File: config.mk
export PLATFORM = sky130hd
export DESIGN_NAME = bus_rr_arbiter
export DESIGN_NICKNAME = d
export VERILOG_FILES = /design/src/rtl/bus_rr_arbiter.sv
export SDC_FILE = /design/constraint.sdc
export NUM_CORES = 1
export LEC_CHECK = 0
export BUFFER_PORTS_ARGS = -buffer_cell sky130_fd_sc_hd__buf_2
export CAP_MARGIN = 20
export CELL_PAD_IN_SITES_DETAIL_PLACEMENT = 0
export CELL_PAD_IN_SITES_GLOBAL_PLACEMENT = 2
export CORE_UTILIZATION = 32
export DETAILED_ROUTE_END_ITERATION = 6
export PLACE_DENSITY = 0.79
export SLEW_MARGIN = 20
export SYNTH_ARGS = -nofsm -noshare
export SYNTH_HDL_FRONTEND = slang
export SYNTH_SLANG_ARGS = --single-unit
File: constraint.sdc
create_clock -name clk -period 2.5 [get_ports clk]
set_input_delay 0.5 -clock clk [delete_from_list [all_inputs] [get_ports clk]]
set_output_delay 0.5 -clock clk [all_outputs]
set_load 0.005 [all_outputs]
File: src/rtl/bus_rr_arbiter.sv
// Round-robin arbiter for one shared memory bus: one-hot registered grants held until
// the owner releases, a wait for memory Ready to fall, and an optional grant watchdog.
module bus_rr_arbiter #(
  parameter int unsigned NUM_MASTERS    = 4,
  parameter int unsigned TIMEOUT_CYCLES = 0,
  localparam int unsigned OWNER_W       = $clog2(NUM_MASTERS)
) (
  input  logic                   clk,
  input  logic                   reset,
  input  logic [NUM_MASTERS-1:0] bus_rq,
  input  logic                   bus_mem_ready,
  output logic [NUM_MASTERS-1:0] bus_grant,
  output logic [OWNER_W-1:0]     bus_owner,
  output logic                   bus_busy,
  output logic                   timeout_pulse
);

  typedef enum logic [1:0] {
    IDLE,
    GRANTED,
    WAIT_MEM_LOW
  } state_e;

  localparam logic [15:0] TO_LAST = (TIMEOUT_CYCLES > 0) ? 16'(TIMEOUT_CYCLES - 1) : 16'd0;
  localparam logic [OWNER_W-1:0] LAST_INIT = OWNER_W'(NUM_MASTERS - 1);

  state_e                 state_q, state_d;
  logic [NUM_MASTERS-1:0] grant_q, grant_d;
  logic [OWNER_W-1:0]     owner_q, owner_d;
  logic [OWNER_W-1:0]     last_q,  last_d;
  logic [15:0]            cnt_q,   cnt_d;
  logic                   pulse_q, pulse_d;

  logic                   found;
  logic [OWNER_W-1:0]     winner;
  logic [OWNER_W-1:0]     cand;
  logic                   owner_rq;

  // Search starts just after the last winner and wraps; an X request bit fails the
  // if-test and therefore never wins.
  always_comb begin
    found  = 1'b0;
    winner = '0;
    cand   = '0;
    for (int unsigned k = 1; k <= NUM_MASTERS; k++) begin
      cand = OWNER_W'((32'(last_q) + k) % NUM_MASTERS);
      if (!found && bus_rq[cand]) begin
        found  = 1'b1;
        winner = cand;
      end
    end
  end

  always_comb begin
    owner_rq = 1'b0;
    if (bus_rq[owner_q]) begin
      owner_rq = 1'b1;
    end
  end

  always_comb begin
    state_d = state_q;
    grant_d = grant_q;
    owner_d = owner_q;
    last_d  = last_q;
    cnt_d   = cnt_q;
    pulse_d = 1'b0;
    case (state_q)
      IDLE: begin
        grant_d = '0;
        if (found && !bus_mem_ready) begin
          grant_d = NUM_MASTERS'(1) << winner;
          owner_d = winner;
          last_d  = winner;
          cnt_d   = '0;
          state_d = GRANTED;
        end
      end
      GRANTED: begin
        // A release on the same edge as the watchdog limit is a normal release.
        if (!owner_rq) begin
          grant_d = '0;
          state_d = WAIT_MEM_LOW;
        end else if ((TIMEOUT_CYCLES != 0) && (cnt_q == TO_LAST)) begin
          grant_d = '0;
          pulse_d = 1'b1;
          state_d = WAIT_MEM_LOW;
        end else if (TIMEOUT_CYCLES != 0) begin
          cnt_d = cnt_q + 16'd1;
        end
      end
      WAIT_MEM_LOW: begin
        grant_d = '0;
        if (!bus_mem_ready) begin
          state_d = IDLE;
        end
      end
      default: begin
        grant_d = '0;
        state_d = IDLE;
      end
    endcase
  end

  always_ff @(posedge clk or posedge reset) begin
    if (reset) begin
      state_q <= IDLE;
      grant_q <= '0;
      owner_q <= '0;
      last_q  <= LAST_INIT;
      cnt_q   <= '0;
      pulse_q <= 1'b0;
    end else begin
      state_q <= state_d;
      grant_q <= grant_d;
      owner_q <= owner_d;
      last_q  <= last_d;
      cnt_q   <= cnt_d;
      pulse_q <= pulse_d;
    end
  end

  assign bus_grant     = grant_q;
  assign bus_owner     = owner_q;
  assign bus_busy      = (state_q != IDLE);
  assign timeout_pulse = pulse_q;

endmodule

==> impl_metrics.toml, run 1 <==
[outcome]
status = "complete, no violations"

[cts]
cts_hold_buf = 0
cts_resized = 0
root_buffer = "clkbuf_4"
post_cts_buffers = 0
cts_inserted_buffers = 3
cts_tree = "built"
clk_pin_slew_ns = 0.07
insertion_delay_ns = 0.27
clock_path_buffers = 2
cts_sinks = 10
ctsHtreeMaxLevel = 1

[critical_path]
crit_type = "flop to primary output"
reg2reg_from = "last_q[0]"
crit_path_start_kind = "flop"
crit_path_end_kind = "primary output"
cp.required_ns = 2.00
critPathLaunch = "state_q[1]"
worstPathArrival_ns = 1.05
crit_fanout = 4

[logic_synthesis]
synthTopCellsByCount = "dfrtp_1 (8), a22o_1 (4), nor2_1 (4)"
yosysSeqAreaShare_pct = 47.2
syn_inst = 46
yosys.area.top_type_share_pct = 37.4
synth-edff-count = 0
netlist-cell-type-count = 25
synth-seq-cells = 10
yosysTopAreaCell = "dfrtp_1"
synth_flop_cell = "dfrtp_1"
async_flop_share_pct = 100
yosysMostFrequentCell = "dfrtp_1"
syn_area_um2 = 536
yosys_warnings = 0
yosys-top-cells-area = "dfrtp_1 (37%), dfstp_2 (9.8%), a22o_1 (6.5%)"
syn_nets = 53
avgSynthCellArea_um2 = 11.6

[routing]
drc = 0
vias_per_cell = 5.14
drtPass1Iterations = 3
wirelength_um = 1010
wl_met1_um = 497
num_vias = 401
ant_nets = 0
dr_wl_met2_um = 432
met3_length_um = 68
top_layer = "met4"
wire_per_inst_um = 12.9
drt_iter0_markers = 11

[final_layout]
fill_cells = 158
drive_above_1_share_pct = 43.5
area_growth_pct = 19.4
num_antenna_cells = 0
final_nets = 70
fin_area_um2 = 639

[global_routing]
antenna_found_initial = 0
track_usage_pct = 13.1
grt_pass1_vias = 367
grt_max_degree = 11
grt_pass1_wl_um = 1660
grt-ovfl-total = 0

[floorplanning]
rows = 14
die_h_um = 42.9
dieArea_um2 = 1840
initial_core_util_pct = 34.7
fp.coreArea_um2 = 1540
dieWidth_um = 42.9
io_pins = 15

[sta]
finalSetupViolCount = 0
timing.final.crit_period_ns = 1.55
rsz0062_at_grt = "no"
timing.setup.tns_ns = 0
setup_ws_ns = 0.949
finalCritPeriodShare_pct = 62.0
slew_violations = 0
final-hold-violation-count = 0
clock.fmax_mhz = 645
skew_ns = 0.0136

[min_path]
hold_path.class = "input pin to asynchronous set/reset pin"

[power_and_ir_drop]
irDropWorstVdd_mv = 0.589
power.leakage_nw = 0.318
power-per-cell-area_nw_per_um2 = 1100

[placement]
gp_congestion = 0.796
hpwl_um = 768
place.port_buffers = 13
placed_cell_area_um2 = 613
dp_slack_ns = 0.826

[job]
maxCapViolations = 0
==> worst paths after layout <==
kind,endpoint,slack (ns),depth (start not counted)
max,bus_busy,0.95,2
min,bus_grant[1],0.18,2
max reg2reg,bus_owner[0],0.95,4
min reg2reg,bus_grant[1],0.51,1
max in group asynchronous,last_q[1],1.99,2
min in group clk,state_q[1],0.50,3
==> through the flow <==
stage          util (%)  total power, W  hold slack (ns)  std cells
3_3_place_gp       39.8        0.000597            0.483         74
4_1_cts            41.5        0.000713            0.196         78
6_report           41.5        0.000705            0.184         78
2_1_floorplan         -        0.000505            0.339         46
3_5_place_dp       39.8        0.000597            0.490         74
5_1_grt            41.5        0.000754            0.214         78
==> flip-flops by register name, summed over array words and instances (netlist names) <==
register and cells:
last_q 2, bus_grant 4, bus_owner 2, state_q 2
==> cell usage in the layout (no fill, tap or decap) <==
master and count:
a221o_1 1, dfstp_2 2, and3b_4 1, dfrtp_1 8, o22ai_1 1, nand2_1 2
inv_1 3, a211o_4 1, a21o_1 2, nand2b_1 3, o21ai_1 1, clkbuf_4 3
mux4_2 1, nor3b_1 1, nor2b_4 1, a21oi_1 1, a22o_1 4, buf_2 13
or2b_1 1, a221oi_1 1, nor2_1 4, clkbuf_1 1, or2_4 1, conb_1 1
mux2_2 2, a311oi_2 1, or2_2 1
==> worst max-delay path: stages (launching register included) <==
cell and delay (ns):
dfrtp_1 0.40, or2_4 0.26, buf_2 0.13
==> power breakdown <==
group	internal, W	total (W)	switching, W
Clock	0.0000615	0.000114	0.0000522
Sequential	0.000238	0.000301	0.0000629
Combinational	0.000169	0.000290	0.000122
Total	0.000469	0.000705	0.000237
==> cells by family (layout without fill, tap and decap cells) <==
| family | Yosys count | count (layout) | share of synthesized area [%] |
|---|---|---|---|
| AO/OA/AOI/OAI | 13 | 13 | 22.0 |
| buffers and inverters | 4 | 20 | 3.51 |
| flip-flops | 10 | 10 | 47.2 |
| multiplexers | 3 | 3 | 8.41 |
| other | 1 | 1 | 0.700 |
| AND/OR/NAND/NOR | 15 | 15 | 18.2 |
==> layer usage <==
metal | vias up | track usage [%]
met5 | - | 0
met4 | 0 | 5.63
met3 | 2 | 7.66
met2 | 11 | 17.3
met1 | 191 | 17.1
li1 | 197 | -
==> cell type report <==
class,count,area (µm²),share of cell area [%]
Multi-Input combinational cell,32,264,41.3
Sequential cell,10,253,39.5
Timing Repair Buffer,13,65.1,10.2
Clock buffer,4,26.3,4.11
Tap cell,16,20.0,3.13
Inverter,3,11.3,1.76
Note: power is estimated with default switching activity, not from simulation.
==> run 2: changes to the inputs <==
--- a/config.mk
+++ b/config.mk
@@ -5,13 +5,15 @@
 export SDC_FILE = /design/constraint.sdc
 export NUM_CORES = 1
 export LEC_CHECK = 0
+export ABC_AREA = 1
 export BUFFER_PORTS_ARGS = -buffer_cell sky130_fd_sc_hd__buf_2
 export CAP_MARGIN = 20
 export CELL_PAD_IN_SITES_DETAIL_PLACEMENT = 0
 export CELL_PAD_IN_SITES_GLOBAL_PLACEMENT = 2
-export CORE_UTILIZATION = 32
+export CORE_ASPECT_RATIO = 0.5
+export CORE_UTILIZATION = 29
 export DETAILED_ROUTE_END_ITERATION = 6
-export PLACE_DENSITY = 0.79
+export PLACE_DENSITY = 0.77
 export SLEW_MARGIN = 20
 export SYNTH_ARGS = -nofsm -noshare
 export SYNTH_HDL_FRONTEND = slang
==> constraint.sdc (replaced) <==
create_clock -name clk -period 1.52 [get_ports clk]
set_input_delay 0.304 -clock clk [delete_from_list [all_inputs] [get_ports clk]]
set_output_delay 0.304 -clock clk [all_outputs]
set_load 0.005 [all_outputs]
==> impl_metrics.toml, run 2 <==
[cts]
clock_path_buffers = 2
cts_sinks = 10
cts_tree = "built"
clk_pin_slew_ns = 0.05
ctsHtreeMaxLevel = 1
cts_hold_buf = 0
cts_inserted_buffers = 3
root_buffer = "clkbuf_8"
insertion_delay_ns = 0.23

[global_routing]
track_usage_pct = 13.4
grt-ovfl-total = 0
grt_pass1_vias = 701
grt_pass1_wl_um = 3020
antenna_found_initial = 0
grt_max_degree = 11

[critical_path]
crit_fanout = 8
cp.required_ns = 1.64
slowest_stage = "dfstp_2"
crit_path_end_kind = "flop"
crit_type = "flop to flop"
crit_top_cell = "nand2_4"
crit_path_start_kind = "flop"
cp_slowest_stage_delay_ns = 0.55
worstPathArrival_ns = 1.75
path_cells = "buf_12 -> inv_8 -> nand2_4 -> nand2_4 -> nand2_4 -> nand2_4 -> nor2_4 -> nand3_2 -> nand2_4 -> inv_4 -> nand2_1 -> o21ai_1"

[routing]
wire_per_inst_um = 9.95
drc = 0
num_vias = 747
vias_per_cell = 4.27
wirelength_um = 1740
drtPass1Iterations = 4
ant_nets = 0
drt_iter0_markers = 18

[outcome]
violations = "setup timing"
status = "finished with violations"

[floorplanning]
io_pins = 15
die_h_um = 39.3
rows = 13
fp.coreArea_um2 = 2620
dieArea_um2 = 3010
dieWidth_um = 76.5
initial_core_util_pct = 30.8

[logic_synthesis]
yosysTopAreaCell = "dfrtp_1"
avgSynthCellArea_um2 = 7.13
netlist-cell-type-count = 20
yosys_warnings = 0
synthTopCellsByCount = "nand2_1 (36), nand2_2 (12), inv_1 (11)"
yosys.area.top_type_share_pct = 24.8
syn_nets = 120
yosysMostFrequentCell = "nand2_1"
synth-edff-count = 0
async_flop_share_pct = 100
synth_flop_cell = "dfrtp_1"
syn_inst = 113
syn_area_um2 = 806
yosysSeqAreaShare_pct = 31.4
yosys-top-cells-area = "dfrtp_1 (25%), nand2_1 (17%), nand2_4 (11%)"
synth-seq-cells = 10

[sta]
timing.final.crit_period_ns = 1.63
rsz0062_at_grt = "yes"
setup_ws_ns = -0.113
skew_ns = 0.00415
clock.fmax_mhz = 612
finalCritPeriodShare_pct = 107
slew_violations = 0
hold_ws_ns = 0.0359
finalSetupViolCount = 9
final-hold-violation-count = 0

[final_layout]
area_growth_pct = 39.6
fill_cells = 276
seqCellArea_um2 = 253
final_nets = 146
final_common_cell = "nand2_1"
drive_above_1_share_pct = 50.7
stdcell_count = 175
multi_input_area_um2 = 533
largest_register_ffs = 4
most-common-layout-cells = "nand2_1 (28), nand2_4 (15), nand2_2 (13), buf_2 (13), inv_1 (11)"
num_antenna_cells = 0

[power_and_ir_drop]
power.leakage_nw = 0.623
irDropWorstVdd_mv = 0.745
finalPower_w = 0.00269
power-per-cell-area_nw_per_um2 = 2390

[min_path]
hold_path.class = "input pin to asynchronous set/reset pin"

[placement]
place.port_buffers = 13
gp_congestion = 0.750
dp_slack_ns = -0.113
hpwl_um = 1360
place_inst = 167

[job]
maxCapViolations = 0
run 2: cell count changes in the layout (fill, tap and decap cells not counted), sizes merged, moves of 3 or more:
cell    before  now
a22o         4    0
inv          3   16
nand3        0   10
nand2        2   56
o21ai        1    5
nor2         4    8
nand2b       3    0
buf         13   23
run 2: cell type report:
type	count	share of cell area, %
Sequential cell	10	22.5
Inverter	16	6.45
Clock buffer	4	4.89
Timing Repair Buffer	23	14.7
Multi-Input combinational cell	85	47.4
Tap cell	37	4.12
run 2: worst max-delay path: cells and delay by family, from the launching register on:
family,cells,cell delay [ns]
simple gates,8,0.68
compound gates,1,0.06
buf+inv,3,0.24
flops,1,0.55
run 2: cells by family after synthesis:
group / after synthesis / synth area share (%)
compound gates: 8 / 4.97
buf+inv: 18 / 10.7
flops: 10 / 31.4
other cells: 1 / 0.465
simple gates: 76 / 52.5
run 2: path summary, 6_finish.rpt:
kind	slack, ns	endpoint	from	depth (start not counted)
worst max-delay path	-0.11	bus_owner[1]	last_q[0]	12
worst min-delay path	0.04	bus_grant[0]	reset	2
worst max register to register	-0.11	bus_owner[1]	last_q[0]	12
worst min register to register	0.47	bus_grant[0]	bus_grant[0]	2
max in group asynchronous	1.17	last_q[1]	reset	2
min in group clk	0.35	state_q[1]	bus_mem_ready	3
run 2: layer usage:
layer | part of all wire [%] | track usage, % | up-vias
li1 | - | - | 395
met4 | 0 | 5.77 | 0
met1 | 51 | 17.4 | 343
met5 | 0 | 0 | -
met2 | 46 | 22.1 | 9
met3 | 2.4 | 2.79 | 0
run 2: through the flow:
| stage | area, µm² | TNS (ns) | util, % |
|---|---|---|---|
| after floorplan | 806 | 0 | - |
| after global placement | 943 | -0.708 | 36.0 |
| after detailed placement | 943 | -0.822 | 36.0 |
| after CTS | 1080 | -0.450 | 41.4 |
| after global routing | 1120 | -1.51 | 43.0 |
| final | 1120 | -0.717 | 43.0 |
run 2: power breakdown:
part	leakage, nW	total (W)	switching, W	internal (W)
Combinational	0.469	0.00186	0.00109	0.000767
Sequential	0.125	0.000503	0.0000948	0.000408
Clock	0.0288	0.000324	0.0000972	0.000227
Total	0.623	0.00269	0.00128	0.00140
run 2: repair_timing:
| item | CTS | global route |
|---|---|---|
| buffers inserted | 2 | 2 |
| pin swaps | 4 | 4 |
| gates resized for setup | 19 | 3 |
| setup endpoints to repair | 9 | 9 |
==> run 3: changes to the inputs <==
--- a/config.mk
+++ b/config.mk
@@ -6,14 +6,15 @@
 export NUM_CORES = 1
 export LEC_CHECK = 0
 export ABC_AREA = 1
-export BUFFER_PORTS_ARGS = -buffer_cell sky130_fd_sc_hd__buf_2
+export BUFFER_PORTS_ARGS = -buffer_cell sky130_fd_sc_hd__clkbuf_2
 export CAP_MARGIN = 20
 export CELL_PAD_IN_SITES_DETAIL_PLACEMENT = 0
 export CELL_PAD_IN_SITES_GLOBAL_PLACEMENT = 2
 export CORE_ASPECT_RATIO = 0.5
-export CORE_UTILIZATION = 29
+export CORE_UTILIZATION = 31
+export CTS_BUF_LIST = sky130_fd_sc_hd__clkbuf_8
 export DETAILED_ROUTE_END_ITERATION = 6
-export PLACE_DENSITY = 0.77
+export PLACE_DENSITY = 0.79
 export SLEW_MARGIN = 20
 export SYNTH_ARGS = -nofsm -noshare
 export SYNTH_HDL_FRONTEND = slang
==> impl_metrics.toml, run 3 (same netlist as run 2, synthesis figures left out) <==
[critical_path]
path_cells = "buf_12 -> nand2_1 -> nand2_4 -> nand2_2 -> nand2_4 -> inv_2 -> nand3_2 -> nand2_4 -> nor2_4 -> nand3_2 -> nand2_1"
worstPathArrival_ns = 1.76
critPathLaunch = "last_q[0]"
cp_num_buf_inv = 2
crit_path_end_kind = "flop"
crit_type = "flop to flop"
crit_top_cell = "nand2_4"
crit_family = "simple AND/OR/NAND/NOR gates"
cp_slowest_stage_delay_ns = 0.55
crit_path_start_kind = "flop"
cp.required_ns = 1.69
crit_fanout = 5
reg2reg_from = "last_q[0]"
slowest_stage = "dfstp_2"

[final_layout]
largest_register_ffs = 4
area_growth_pct = 34.6
num_antenna_cells = 0
drive_above_1_share_pct = 50.0
fill_cells = 251
final_nets = 144
final_common_cell = "nand2_1"
most-common-layout-cells = "nand2_1 (29), nand2_2 (14), nand2_4 (13), clkbuf_2 (13), inv_1 (12)"

[routing]
vias_per_cell = 4.26
drc = 0
drt_iter0_markers = 14
wire_per_inst_um = 10.0
num_vias = 728
drtPass1Iterations = 4
ant_nets = 0
wirelength_um = 1720

[cts]
insertion_delay_ns = 0.23
cts_hold_buf = 0
cts_tree = "built"
clock_path_buffers = 2
root_buffer = "clkbuf_8"
ctsHtreeMaxLevel = 1
clk_pin_slew_ns = 0.05
cts_inserted_buffers = 3
cts_sinks = 10

[global_routing]
grt_pass1_vias = 681
track_usage_pct = 14.6
grt_max_degree = 11
grt-ovfl-total = 0
antenna_found_initial = 0
grt_pass1_wl_um = 3010

[power_and_ir_drop]
seq_power_share_pct = 20.1
irDropWorstVdd_mv = 0.874
finalPower_w = 0.00258
switching_share_pct = 49.9
power_switching_w = 0.00129
power-per-cell-area_nw_per_um2 = 2380
comb_power_share_pct = 69.3
internal_power_w = 0.00129
pwr-share-clk_pct = 10.6
power.leakage_nw = 0.601

[placement]
gp_congestion = 0.730
hpwl_um = 1400
place.port_buffers = 13

[sta]
clock.fmax_mhz = 631
slew_violations = 0
timing.setup.tns_ns = -0.381
finalCritPeriodShare_pct = 104
setup_ws_ns = -0.0656
final-hold-violation-count = 0
rsz0062_at_grt = "yes"
skew_ns = 0.00360
timing.final.crit_period_ns = 1.59
finalSetupViolCount = 9

[floorplanning]
io_pins = 15
fp.coreArea_um2 = 2330
die_h_um = 38.1
rows = 12
dieWidth_um = 74.1
initial_core_util_pct = 34.6
dieArea_um2 = 2820

[min_path]
hold_path.class = "input pin to asynchronous set/reset pin"

[outcome]
status = "finished with violations"
violations = "setup timing"

[job]
maxCapViolations = 0
-- run 3: cell types whose count changed in the layout (fill, tap and decap cells not counted), sizes merged --
| cell | delta |
|---|---|
| buf | -15 |
| inv | +1 |
| clkbuf | +12 |
-- run 3: final timing paths --
path | endpoint | slack [ns] | cells after the start
max | bus_grant[2] | -0.07 | 11
min reg2reg | bus_grant[3] | 0.48 | 2
min in group clk | state_q[1] | 0.35 | 3
max reg2reg | bus_grant[2] | -0.07 | 11
max in group asynchronous | last_q[0] | 1.19 | 2
min | bus_grant[2] | 0.02 | 2
-- run 3: power groups by stage --
stage | clock network, W | registers (W) | logic (W)
after floorplan | 0 | 0.000494 | 0.00119
final | 0.000273 | 0.000519 | 0.00179
after CTS | 0.000282 | 0.000512 | 0.00172
after global placement | 0 | 0.000538 | 0.00154
after detailed placement | 0 | 0.000539 | 0.00153
after global routing | 0.000295 | 0.000542 | 0.00198
-- run 3: final cells by class --
cell class | count | area (µm²) | share of cell area, %
multi-input combinational | 85 | 533 | 49.1
sequential | 10 | 253 | 23.3
timing repair buffer | 21 | 138 | 12.7
inverter | 16 | 72.6 | 6.69
tap | 35 | 43.8 | 4.04
clock buffer | 3 | 41.3 | 3.81
clock inverter | 1 | 3.75 | 0.346
-- run 3: stage by stage --
| step | std cells | utilization (%) | worst slack, ns | cell area (µm²) | hold slack [ns] |
|---|---|---|---|---|---|
| after floorplan | 113 | - | 0.00692 | 806 | 0.143 |
| after global placement | 165 | 40.4 | -0.120 | 941 | 0.279 |
| after detailed placement | 165 | 40.4 | -0.116 | 941 | 0.277 |
| after CTS | 171 | 45.3 | -0.0611 | 1050 | 0.0256 |
| after global routing | 171 | 46.6 | -0.164 | 1080 | 0.0672 |
| final | 171 | 46.6 | -0.0656 | 1080 | 0.0155 |
-- run 3: layer usage --
layer  vias up  routed length [µm]  track usage [%]
met5         -                   0                0
met4         0                   0             2.88
met3         0                  53             3.16
met2        11                 738             23.2
met1       322                 926             20.4
li1        395                   -                -
-- run 3: timing repair --
| item | in CTS | in global routing |
|---|---|---|
| resized for setup | 14 | 8 |
| setup buffers | 2 | 0 |
| setup endpoints to repair | 9 | 9 |
| pin swaps | 1 | 1 |
